`src/rtl/mem_stage_sram_ctrl.sv`:
```
// -----------------------------------------------------------------------------
// mem_stage_sram_ctrl
//
// Memory stage of the five-stage pipeline. Non-memory instructions pass straight
// through to the MEM/WB register. LDR/STR are carried out on an external 16-bit
// asynchronous SRAM as two half-word accesses (low half, then high half). Each
// half is held for SRAM_LAT cycles. While an access is in flight, ready is held
// low so the whole front of the pipeline freezes.
//
// Parameters
//   SRAM_LAT     cycles each half-word access is held (>= 1)
//   MEM_BASE     byte address subtracted from alu_res_in to form the SRAM address
//
// Ports
//   clk, rst     pipeline clock; asynchronous active-high reset
//   wb_en_in, mem_r_en_in, mem_w_en_in, alu_res_in, val_rm_in, dest_in
//                execute-stage result bundle from the EXE/MEM register
//   wb_en_out, mem_r_en_out, alu_res_out, dest_out
//                combinational pass-through to the MEM/WB register
//   mem_data     registered load result
//   ready        0 = freeze the pipeline
//   sram_addr    half-word address
//   sram_dq_out  write data
//   sram_dq_in   read data
//   sram_dq_oe   1 = this block drives the SRAM data bus
//   sram_we_n    active-low write strobe
// -----------------------------------------------------------------------------
module mem_stage_sram_ctrl #(
   parameter int unsigned SRAM_LAT = 2,
   parameter int unsigned MEM_BASE = 1024
) (
   input  logic        clk,
   input  logic        rst,
   input  logic        wb_en_in,
   input  logic        mem_r_en_in,
   input  logic        mem_w_en_in,
   input  logic [31:0] alu_res_in,
   input  logic [31:0] val_rm_in,
   input  logic [3:0]  dest_in,
   output logic        wb_en_out,
   output logic        mem_r_en_out,
   output logic [31:0] alu_res_out,
   output logic [3:0]  dest_out,
   output logic [31:0] mem_data,
   output logic        ready,
   output logic [17:0] sram_addr,
   output logic [15:0] sram_dq_out,
   input  logic [15:0] sram_dq_in,
   output logic        sram_dq_oe,
   output logic        sram_we_n
);

   localparam int unsigned CntW = $clog2(SRAM_LAT + 1);
   localparam logic [CntW-1:0] CntLast = CntW'(SRAM_LAT - 1);

   typedef enum logic [1:0] {StIdle, StLo, StHi, StDone} state_e;

   state_e          state_q, state_d;
   logic [CntW-1:0] cnt_q, cnt_d;
   logic [16:0]     word_q;      // word address, bits [18:2] of the offset
   logic [31:0]     wdata_q;
   logic            wr_q;
   logic [31:0]     mem_data_q;

   logic        req;
   logic [31:0] offset;
   logic        capture, latch_lo, latch_hi;
   logic        unused_offset_bits;

   assign req    = mem_r_en_in | mem_w_en_in;
   assign offset = alu_res_in - MEM_BASE;

   // Byte-lane bits and everything above the 512 KB window are don't-care.
   assign unused_offset_bits = ^{offset[31:19], offset[1:0]};

   assign wb_en_out    = wb_en_in;
   assign mem_r_en_out = mem_r_en_in;
   assign alu_res_out  = alu_res_in;
   assign dest_out     = dest_in;
   assign mem_data     = mem_data_q;

   always_ff @(posedge clk or posedge rst) begin
      if (rst) begin
         state_q    <= StIdle;
         cnt_q      <= '0;
         word_q     <= '0;
         wdata_q    <= '0;
         wr_q       <= 1'b0;
         mem_data_q <= '0;
      end else begin
         state_q <= state_d;
         cnt_q   <= cnt_d;
         if (capture) begin
            word_q  <= offset[18:2];
            wdata_q <= val_rm_in;
            wr_q    <= mem_w_en_in;   // write wins when both enables are set
         end
         if (latch_lo) mem_data_q[15:0]  <= sram_dq_in;
         if (latch_hi) mem_data_q[31:16] <= sram_dq_in;
      end
   end

   always_comb begin
      state_d     = state_q;
      cnt_d       = cnt_q;
      capture     = 1'b0;
      latch_lo    = 1'b0;
      latch_hi    = 1'b0;
      ready       = 1'b0;
      sram_addr   = '0;
      sram_dq_out = '0;
      sram_dq_oe  = 1'b0;
      sram_we_n   = 1'b1;

      unique case (state_q)
         StIdle: begin
            ready = ~req;
            if (req) begin
               capture = 1'b1;
               cnt_d   = '0;
               state_d = StLo;
            end
         end
         StLo: begin
            sram_addr = {word_q, 1'b0};
            if (wr_q) begin
               sram_dq_out = wdata_q[15:0];
               sram_dq_oe  = 1'b1;
               sram_we_n   = 1'b0;
            end
            if (cnt_q == CntLast) begin
               latch_lo = ~wr_q;
               cnt_d    = '0;
               state_d  = StHi;
            end else begin
               cnt_d = cnt_q + 1'b1;
            end
         end
         StHi: begin
            sram_addr = {word_q, 1'b1};
            if (wr_q) begin
               sram_dq_out = wdata_q[31:16];
               sram_dq_oe  = 1'b1;
               sram_we_n   = 1'b0;
            end
            if (cnt_q == CntLast) begin
               latch_hi = ~wr_q;
               cnt_d    = '0;
               state_d  = StDone;
            end else begin
               cnt_d = cnt_q + 1'b1;
            end
         end
         StDone: begin
            // Pipeline advances at this edge; the held request is not re-seen.
            ready   = 1'b1;
            state_d = StIdle;
         end
         default: state_d = StIdle;
      endcase
   end

endmodule

```
`config.mk`:
```
export PLATFORM = sky130hd
export DESIGN_NAME = mem_stage_sram_ctrl
export DESIGN_NICKNAME = d
export VERILOG_FILES = /design/src/rtl/mem_stage_sram_ctrl.sv
export SDC_FILE = /design/constraint.sdc
export NUM_CORES = 1
export LEC_CHECK = 0
export ABC_AREA = 1
export BUFFER_PORTS_ARGS = -buffer_cell sky130_fd_sc_hd__buf_2
export CORE_ASPECT_RATIO = 1.4
export CORE_MARGIN = 4
export CORE_UTILIZATION = 50
export CTS_CLUSTER_DIAMETER = 80
export DETAILED_ROUTE_END_ITERATION = 6
export GPL_ROUTABILITY_DRIVEN = 1
export PLACE_DENSITY = 0.93
export SYNTH_ARGS = -nofsm -noshare
export SYNTH_HDL_FRONTEND = slang
export SYNTH_SLANG_ARGS = --single-unit
```
`constraint.sdc`:
```
create_clock -name clk -period 4 [get_ports clk]
set_input_delay 0.6 -clock clk [delete_from_list [all_inputs] [get_ports clk]]
set_output_delay 0.6 -clock clk [all_outputs]
set_load 0.02 [all_outputs]
```
After elaboration in Yosys (flattened, before gate mapping). Index checks and enable logic that the tools add are counted.

Register bits after elaboration: 86. Bits in latches: 0. Bits in writable memories: 0. Memory bits (read-only): 0. Input port bits: 89. Output and inout port bits: 107. Logic and storage cells: 45. Memories: 0.

Add/sub/neg operators: 2. $mul: 0. Div/mod/pow operators: 0. Order comparisons: 0. Equal/unequal tests: 7. Shifts and indexed selects: 0. Mux-type cells: 21. Bitwise operators: 3. Reductions and logical operators: 5.

Operator list (count): $pmux 18 s2 (1); $mux 16 (2); $pmux 16 s2 (1); $sub 19x11->19 const B (1); $mux 2 (5); $mux 1 (9); $pmux 2 s4 (1); $ne 2x2->1 const B (3); $eq 2x1->1 const B (2); $eq 2x2->1 const B (2); $pmux 2 s2 (1); $reduce_and 3->1 (1); $add 2x1->2 const B (1); $logic_not 2->1 (1); $not 1->1 (2); $pmux 1 s2 (1); $reduce_and 2->1 (1); $reduce_bool 2->1 (1); $reduce_or 2->1 (1); $or 1x1->1 (1).

Logic depth before layout (Yosys ltp).
Word-level depth: 4. Gate-level depth with buffers: 8. Mapped depth without buffers: 7.

Worst setup path after synthesis. No wires, ideal clock.

Path kind: reg2out. Start point: register state_q[0]. End point: output sram_dq_out[0]. Arrival time: 1.635 ns. Required time: 3.400 ns. Path slack: 1.765 ns. Cell stages (with the launch flop): 7. Buffers on the path: 2. Cell sequence: dfrtp_1 > inv_1 > ha_1 > buf_2 > buf_2 > nand2_1 > a21oi_1.

Cells in the longest elaborated chain, start to end: 2. Elaborated cells between the ends (all ways): 3. Classes of those cells: eq/ne (2); mux (1).

RTL lines: start: declaration (RTL line 58) `state_e state_q, state_d;`; start signal: assignment (RTL line 84) `state_q <= StIdle;`; start signal: assignment (RTL line 91) `state_q <= state_d;`; $eq 2x2->1 / $eq 2x1->1 (equally long branches) (RTL line 115) `unique case (state_q)`; $pmux 16 s2 * (RTL line 115); end: declaration (RTL line 47) `output logic [15:0] sram_dq_out,`.

Every way passes the cells marked *; elsewhere a longest branch is shown, timed or not.

Final worst setup path.
Start point: register state_q[0]. End point: output sram_addr[6].

Cells in the longest elaborated chain, start to end: 2. Elaborated cells between the ends (all ways): 3. Classes of those cells: eq/ne (2); mux (1).

RTL lines: $eq 2x2->1 / $eq 2x1->1 (equally long branches) (RTL line 115); $pmux 18 s2 * (RTL line 115); end: declaration (RTL line 46) `output logic [17:0] sram_addr,`.

Marks and branches as above.

==> flow_metrics.tcl <==
set metrics [dict create \
    hp-class "in -> async" \
    cts_tree "done" \
    cts_max_level 3 \
    cp.required_ns 3.40 \
    synth_most_common_cell "nand2_1" \
    ant_nets 0 \
    nFillCells 722 \
    post-route-drc-count 0 \
    synth_commonest_cells "nand2_1 (200), dfrtp_1 (86), inv_1 (52)" \
    synth_cell_types 20 \
    synth_warnings 0 \
    rsz0062_at_grt "false" \
    avgSynthCellArea_um2 7.93 \
    port_buffers 155 \
    clock_skew_ns 0.00795 \
    cp-end-kind "primary output" \
    die_y_um 116 \
    dpl_worst_slack_ns 1.32 \
    via_count 3601 \
    r2r_end "mem_data[17]" \
    critPathKind "reg -> out" \
    clk_pin_slew_ns 0.06 \
    multi_input_area_um2 1390 \
    cp_top_family "compound AO/OA/AOI/OAI gates" \
    cp.arrival_ns 2.29 \
    dp_cells 721 \
    grt_pass1_wl_um 15500 \
    yosys.area.top_type_share 0.520 \
    grt_pass1_vias 3481 \
    clock_sinks 86 \
    status "complete, no violations" \
    period_needed_ns 2.89 \
    static-leakage-power_nw 2.85 \
    slew_headroom 0.331 \
    regToRegStartpoint "state_q[0]" \
    tns_ns 0 \
    crit_slowest_cell "o21ai_2" \
    crit_chain "inv_1 > ha_1 > o21ai_2 > nor2_1 > buf_2" \
    viasPerCell 4.89 \
    first_pass_iters 4 \
    synth_area_leaders "dfrtp_1 (52%), nand2_1 (18%), buf_4 (6.9%)" \
    postCtsHoldBufs 0 \
    finalHoldViolations 0 \
    reg2reg_setup_slack_ns 1.37 \
    crit_path_start_kind "flop" \
    die_x_um 84.9 \
    grt_max_degree 60 \
    wl_per_cell_um 12.9 \
    synth_cells 522 \
    clockBufferDepth 2 \
    p_total_w 0.00420 \
    n_antenna_cell 0 \
    clock_latency_ns 0.33 \
    vdd_drop_max_v 0.000415 \
    post_cts_buffers 0 \
    synth-edff-count 0 \
    coreArea_um2 8100 \
    drive_above_1_share 0.282 \
    cts_root_buf "clkbuf_16" \
    syn_nets 617 \
    post-dp-hpwl_um 7180 \
    synth_area_um2 4140 \
    slowest_delay_ns 0.70 \
    slew_violations 0 \
    drt_iter0_drc 203 \
    cts_buffers 9 \
    synth_top_area_cell "dfrtp_1" \
    worst_slew_pin_slew_ns 1.00 \
    cp_max_fo 21 \
    ff_latch_area_um2 2150 \
    maxCapViolCount 0 \
    synthToLayoutAreaGrowth_pct 20.1 \
    rows 39 \
    antenna_found_initial 0 \
    path_buf_inv 2 \
    ctsResizeCount 0 \
    nNetsFinal 725 \
    initial_core_util 0.511 \
    fin_hold_ws_ns 0.388 \
    synth-async-reset-ratio 1.00 \
    yosysSeqAreaShare 0.520 \
    stdcell_count 737 \
    fmax_mhz 346 \
    die-area_um2 9820 \
    r2r_cells 4 \
    ys_seq_elements 86 \
    num_io_pins 196 \
    power_density_nw_per_um2 846 \
    drt_wl_total_um 9500 \
    setup_violations 0 \
    grt_usage 0.196 \
    grt_remaining_overflow 0 \
    period_share 0.723 \
    startpoint "state_q[0]" \
    worst_slack_ns 1.11 \
    synth-main-ff-cell "dfrtp_1" \
    place_congestion 0.902 \
]
## state kept, by name, summed over array words and instances (netlist names)
register,flops
cnt_q,2
wr_q,1
mem_data,32
state_q,2
wdata_q,32
word_q,17
## cell type report
type | count | share of cell area
sequential | 86 | 0.433
multi-input combinational | 323 | 0.280
timing repair buffer | 157 | 0.159
clock buffer | 10 | 0.0481
inverter | 53 | 0.0403
tap | 102 | 0.0257
clock inverter | 6 | 0.0138
## worst reg2reg max path, delay by kind of cell, from the launching register on
kind | cells | cell delay, ns
simple gates | 1 | 0.88
fa+ha+maj | 1 | 0.65
buf+inv | 1 | 0.12
flops | 1 | 0.42
compound gates | 1 | 0.46
## cells by family (layout without fill, tap and decap cells)
family                     after synthesis  count (layout)  synth area share
AOI/OAI and AO/OA                       74              74            0.0928
adders and majority gates                6               6            0.0181
buffers and inverters                  113             226             0.144
DFF                                     86              86             0.520
and+or+nand+nor                        243             243             0.225
## report_power, final
group,internal [W],switching [W],leakage [nW]
clock network,0.000505,0.000324,0.149
logic,0.000569,0.00128,1.65
registers,0.00130,0.000227,1.05
total,0.00238,0.00183,2.85
## per-layer routing
metal  track usage  wire, um  share of wire
met5             0         0              0
met4        0.0750       179          0.019
met2         0.331      4840           0.51
met3        0.0512       684          0.072
met1         0.242      3800           0.40
## how the worst max path moves through the flow
stage | slack [ns] | endpoint | cells after the start
floorplan | 1.18 | cnt_q[0] | 1
global placement | 1.53 | mem_data[22] | 4
detailed placement | 1.32 | mem_data[18] | 4
CTS | 1.08 | sram_addr[6] | 5
global route | 0.90 | sram_addr[6] | 5
finish | 1.11 | sram_addr[6] | 5
## metrics by stage
step / util / instance area, um2
3_3_place_gp: 0.576 / 4660
5_1_grt: 0.614 / 4970
3_5_place_dp: 0.576 / 4660
2_1_floorplan: - / 4140
4_1_cts: 0.614 / 4970
6_report: 0.614 / 4970
## cell usage in the layout, fill, tap and decap left out
cell type / n
nor2_2: 1
bufinv_16: 1
nor2_1: 30
or2_2: 1
a31oi_1: 1
inv_1: 51
a21oi_1: 18
clkbuf_16: 9
clkinvlp_4: 1
clkinv_2: 2
inv_2: 1
clkinv_4: 1
o21ai_0: 51
inv_6: 2
nand4_1: 1
clkbuf_8: 1
buf_4: 2
dfrtp_1: 86
buf_2: 155
o21ai_2: 2
a21boi_0: 1
nand3_1: 10
ha_1: 6
o21bai_1: 1
nand2_1: 200
Note: power is estimated with default switching activity, not from simulation.
